$ cat config.mk
export PLATFORM = sky130hd
export DESIGN_NAME = rsa_encoder
export DESIGN_NICKNAME = d
export VERILOG_FILES = /design/src/rtl/rsa_encoder.sv
export SDC_FILE = /design/constraint.sdc
export NUM_CORES = 1
export LEC_CHECK = 0
export ABC_AREA = 1
export BUFFER_PORTS_ARGS = -buffer_cell sky130_fd_sc_hd__buf_2
export CAP_MARGIN = 20
export CORE_UTILIZATION = 55
export CTS_CLUSTER_SIZE = 30
export DETAILED_ROUTE_END_ITERATION = 7
export GPL_TIMING_DRIVEN = 0
export PLACE_DENSITY = 0.73
export SYNTH_ARGS = -nofsm -noshare
export SYNTH_HDL_FRONTEND = slang
export SYNTH_SLANG_ARGS = --single-unit
$ cat constraint.sdc
create_clock -name clk -period 4.7 [get_ports clk]
set_input_delay 1.175 -clock clk [delete_from_list [all_inputs] [get_ports clk]]
set_output_delay 1.175 -clock clk [all_outputs]
set_load 0.005 [all_outputs]
$ cat src/rtl/rsa_encoder.sv
// Fixed-key RSA encryption engine: c = m^e mod n by left-to-right Montgomery exponentiation.
// A single bit-serial radix-2 Montgomery multiplier is shared by every step; each product takes k+1 cycles.
module rsa_encoder #(
    parameter int            k      = 12,
    parameter int            logk   = 4,
    parameter logic [k-1:0]  n      = 12'd3551,
    parameter logic [k-1:0]  e      = 12'd5,
    parameter logic [k-1:0]  exp_2k = 12'd2292
) (
    input  logic         clk,
    input  logic         rst,
    input  logic         start,
    input  logic [k-1:0] data_in,
    output logic [k-1:0] data_out,
    output logic         done,
    output logic         busy
);

    typedef enum logic [2:0] {
        S_IDLE,
        S_PRE_M,
        S_PRE_A,
        S_SQR,
        S_MUL,
        S_POST,
        S_DONE
    } state_t;

    localparam logic [k-1:0]    ONE    = {{(k-1){1'b0}}, 1'b1};
    localparam logic [k+1:0]    N_EXT  = {2'b00, n};
    localparam logic [logk-1:0] K_LAST = logk'(k - 1);

    state_t          state_q;
    logic [k-1:0]    m_q;
    logic [k-1:0]    m_bar_q;
    logic [k-1:0]    acc_q;
    logic [k-1:0]    data_out_q;
    logic [k+1:0]    u_q;
    logic [logk-1:0] j_q;
    logic [logk-1:0] i_q;
    logic            sub_q;
    logic            done_q;
    logic            busy_q;

    logic [k-1:0]    a_sel;
    logic [k-1:0]    b_sel;
    logic [k+1:0]    sum;
    logic [k+1:0]    sum_odd;
    logic [k+1:0]    u_d;
    logic [k-1:0]    mm_res;

    // acc_q and m_bar_q only change on a subtract cycle, so operands stay stable across one product.
    always_comb begin
        a_sel = acc_q;
        b_sel = acc_q;
        case (state_q)
            S_PRE_M: begin
                a_sel = m_q;
                b_sel = exp_2k;
            end
            S_PRE_A: begin
                a_sel = ONE;
                b_sel = exp_2k;
            end
            S_MUL:   b_sel = m_bar_q;
            S_POST:  b_sel = ONE;
            default: ;
        endcase
        sum     = u_q + (a_sel[j_q] ? {2'b00, b_sel} : '0);
        sum_odd = sum + (sum[0] ? N_EXT : '0);
        u_d     = sum_odd >> 1;
        mm_res  = k'((u_q >= N_EXT) ? (u_q - N_EXT) : u_q);
    end

    always_ff @(posedge clk or posedge rst) begin
        if (rst) begin
            state_q    <= S_IDLE;
            m_q        <= '0;
            m_bar_q    <= '0;
            acc_q      <= '0;
            data_out_q <= '0;
            u_q        <= '0;
            j_q        <= '0;
            i_q        <= '0;
            sub_q      <= 1'b0;
            done_q     <= 1'b0;
            busy_q     <= 1'b0;
        end else begin
            done_q <= 1'b0;
            case (state_q)
                S_IDLE: begin
                    busy_q <= start;
                    if (start) begin
                        m_q     <= data_in;
                        i_q     <= K_LAST;
                        u_q     <= '0;
                        j_q     <= '0;
                        sub_q   <= 1'b0;
                        state_q <= S_PRE_M;
                    end
                end
                S_DONE: begin
                    data_out_q <= acc_q;
                    done_q     <= 1'b1;
                    state_q    <= S_IDLE;
                end
                default: begin
                    if (!sub_q) begin
                        u_q <= u_d;
                        if (j_q == K_LAST) begin
                            sub_q <= 1'b1;
                        end else begin
                            j_q <= j_q + 1'b1;
                        end
                    end else begin
                        // Final conditional subtract; the next product starts on the following cycle.
                        u_q   <= '0;
                        j_q   <= '0;
                        sub_q <= 1'b0;
                        case (state_q)
                            S_PRE_M: begin
                                m_bar_q <= mm_res;
                                state_q <= S_PRE_A;
                            end
                            S_PRE_A: begin
                                acc_q   <= mm_res;
                                state_q <= S_SQR;
                            end
                            S_SQR: begin
                                acc_q <= mm_res;
                                if (e[i_q]) begin
                                    state_q <= S_MUL;
                                end else if (i_q == '0) begin
                                    state_q <= S_POST;
                                end else begin
                                    i_q <= i_q - 1'b1;
                                end
                            end
                            S_MUL: begin
                                acc_q <= mm_res;
                                if (i_q == '0) begin
                                    state_q <= S_POST;
                                end else begin
                                    i_q     <= i_q - 1'b1;
                                    state_q <= S_SQR;
                                end
                            end
                            S_POST: begin
                                acc_q   <= mm_res;
                                state_q <= S_DONE;
                            end
                            default: state_q <= S_IDLE;
                        endcase
                    end
                end
            endcase
        end
    end

    assign data_out = data_out_q;
    assign done     = done_q;
    assign busy     = busy_q;

endmodule

==> impl_metrics.json <==
{
  "grt_pass1_vias": 4103,
  "clock.fmax_ghz": 0.228,
  "finalHoldWorstSlack_ns": 0.480,
  "root_buffer": "clkbuf_8",
  "powerDensity_mw_per_mm2": 707,
  "cts.htree.levels": 3,
  "synth_area_leaders": "dfrtp_1 38%, nand2_1 15%, ha_1 6.6%",
  "grt_pass1_wl_um": 19700,
  "ys_async_sr_fraction_pct": 100,
  "cp.arrival_ns": 4.62,
  "track_usage_pct": 28.1,
  "cp_top_family": "simple AND/OR/NAND/NOR gates",
  "drv_cap": 0,
  "yosys_warnings": 0,
  "clock_skew_ns": 0.00951,
  "synth-edff-count": 0,
  "start_kind": "flip-flop",
  "dp.final_hpwl_um": 9530,
  "max_stage_delay_ns": 0.44,
  "drt-total-wl_um": 12100,
  "num_vias": 4484,
  "die_w_um": 96.5,
  "register_area_sq_mm": 0.00188,
  "overflow": 0,
  "hold_viol_final": 0,
  "dieArea_sq_mm": 0.00931,
  "peakVddDrop_mv": 0.640,
  "synth.most_common_cell": "nand2_1",
  "slew_viol_final": 0,
  "crit_top_cell": "nand3_1",
  "worst_pin_slew_ns": 0.540,
  "hold_class": "reg -> reg",
  "worst-setup-path-type": "reg -> reg",
  "dp_slack_ns": 0.241,
  "netlist-cell-type-count": 44,
  "fin_nets": 730,
  "synthFlopType": "dfrtp_1",
  "core.rowCount": 34,
  "final.fill_count": 817,
  "cts-resized-gates": 0,
  "port_buffers": 28,
  "initial_core_util_pct": 56.6,
  "yosys.area.top_type": "dfrtp_1",
  "layout-drive-gt1-share_pct": 13.6,
  "setup-tns-final_ns": 0,
  "crit_buf_inv": 2,
  "grt_antenna_before_repair": 0,
  "fin_util_pct": 62.6,
  "clockBufferDepth": 2,
  "dr.pass1.iters": 5,
  "insertion_delay_ns": 0.35,
  "synth_top_area_share_pct": 38.2,
  "relSlewSlack_pct": 63.9,
  "fin_crit_ns": 4.39,
  "end_kind": "flip-flop",
  "p_leak_uw": 0.00273,
  "setup_viol": 0,
  "status": "completed",
  "gp_congestion": 0.938,
  "cts_hold_buf": 0,
  "drt-initial-drc-count": 304,
  "setup_ws_ns": 0.308,
  "drtAntennaViolNets": 0,
  "crit_path_top_delay_cell": "dfrtp_1",
  "clkTransAtPathRegs_ns": 0.08,
  "netlist_area_sq_mm": 0.00491,
  "multi_input_area_sq_mm": 0.00266,
  "synth_common_cells": "197 x nand2_1, 75 x dfrtp_1, 68 x inv_1, 59 x o21ai_0, 35 x nand3_1",
  "post-cts-setup-buffer-count": 0,
  "wl_per_cell_um": 15.1,
  "synth-seq-cells": 75,
  "core_area_sq_mm": 0.00868,
  "cts_sinks": 75,
  "synth.avg_cell_area_sq_um": 7.57,
  "syn_nets": 690,
  "area_delta_synth_final_pct": 10.7,
  "drc_errors": 0,
  "synthCells": 648,
  "numCtsBuffers": 9,
  "insertedDiodeCount": 0,
  "cts_tree": "done",
  "grt_max_degree": 44,
  "viasPerCell": 5.60,
  "period_share_pct": 93.4,
  "cp_data_required_time_ns": 4.93,
  "fp.dieH_um": 96.5,
  "boundaryPins": 29,
  "worst-path-max-fanout": 10,
  "yosysSeqAreaShare_pct": 38.2
}
[kinds of logic after synthesis]
kind of cell             count (synthesis)  share of synthesized area [%]
XOR/XNOR                                22                           3.93
flip-flops                              75                           38.2
buffers and inverters                   93                           7.95
AO/OA/AOI/OAI                          138                           16.9
AND/OR/NAND/NOR                        293                           26.0
adder cells (fa/ha/maj)                 27                           7.04
[routing by layer]
metal	routed length (um)	vias up	track usage (%)
li1	-	2230	-
met1	5760	2093	39.5
met2	5530	147	45.3
met3	698	14	3.99
met4	134	0	7.60
met5	0	-	0
[power breakdown]
group | internal, uW | switching (uW) | total, uW | leakage, uW
registers | 844 | 155 | 999 | 0.000994
clock network | 243 | 250 | 493 | 0.0000950
logic | 829 | 1520 | 2350 | 0.00164
[metrics by stage]
step | total power (uW) | area [sq um] | cells
2_1_floorplan | 2750 | 4910 | 648
3_3_place_gp | 3210 | 5180 | 784
3_5_place_dp | 3300 | 5210 | 785
4_1_cts | 3800 | 5410 | 801
5_1_grt | 4210 | 5430 | 801
6_report | 3840 | 5430 | 801
[final cells by class]
type / count / share of cell area, %
plain buffers: 13 / 1.70
clock inverters: 7 / 1.27
inverters: 80 / 5.67
clock buffers: 9 / 2.28
multi-input cells: 480 / 48.9
well taps: 108 / 2.49
flip-flops and latches: 75 / 34.6
repair buffers: 29 / 3.09
[registers in the layout, summed over array words and instances (netlist names)]
signal    count
state_q       3
busy          1
u_q          13
j_q           4
acc_q        12
m_q          12
done          1
i_q           4
sub_q         1
data_out     12
m_bar_q      12
[cells in the final DEF (no fill, tap or decap), types with 3 or more instances in the layout]
cell type,count
clkinv_2,3
o21a_1,3
a221oi_1,6
a21oi_2,13
o22ai_1,7
nor3_1,5
nor2_1,28
nor2_4,4
a21oi_1,24
nand3b_1,3
inv_1,67
buf_2,29
inv_4,3
nand3_1,35
o211ai_1,8
xor2_1,18
xnor2_1,4
clkbuf_1,5
o21ai_1,3
buf_6,5
nand4_1,9
nand2_1,197
clkinv_1,3
a31oi_1,6
o21ai_0,59
dfrtp_1,74
clkbuf_8,9
inv_2,7
ha_1,25
[path summary, 6_finish.rpt]
path                        startpoint           to  slack, ns  cells past startpoint
hold / removal             data_out[8]  data_out[8]       0.48                      2
max in group asynchronous          rst         busy       3.32                      3
hold reg to reg            data_out[8]  data_out[8]       0.48                      2
setup / recovery            state_q[0]       u_q[8]       0.31                     25
setup reg to reg            state_q[0]       u_q[8]       0.31                     25
min in group asynchronous          rst     acc_q[9]       0.82                      2
[worst register-to-register path: stages (launching register included)]
cell and delay (ns):
dfrtp_1 0.44, inv_2 0.15, nor2_4 0.06, nand2_2 0.11, nand2_4 0.09, buf_6 0.15, o21ai_0 0.16, nand3_1 0.14
nand3_1 0.12, nand3_2 0.12, a21oi_2 0.23, ha_1 0.27, fa_1 0.23, nand3_1 0.09, nand2_1 0.16, nand3_1 0.09
nand2_1 0.11, nand3_1 0.08, nand2_1 0.10, xor2_1 0.24, ha_2 0.37, a21oi_2 0.18, o21a_1 0.14, nand2_1 0.08
o21ai_0 0.24, o21ai_0 0.13
(Power assumes the default switching activity.)
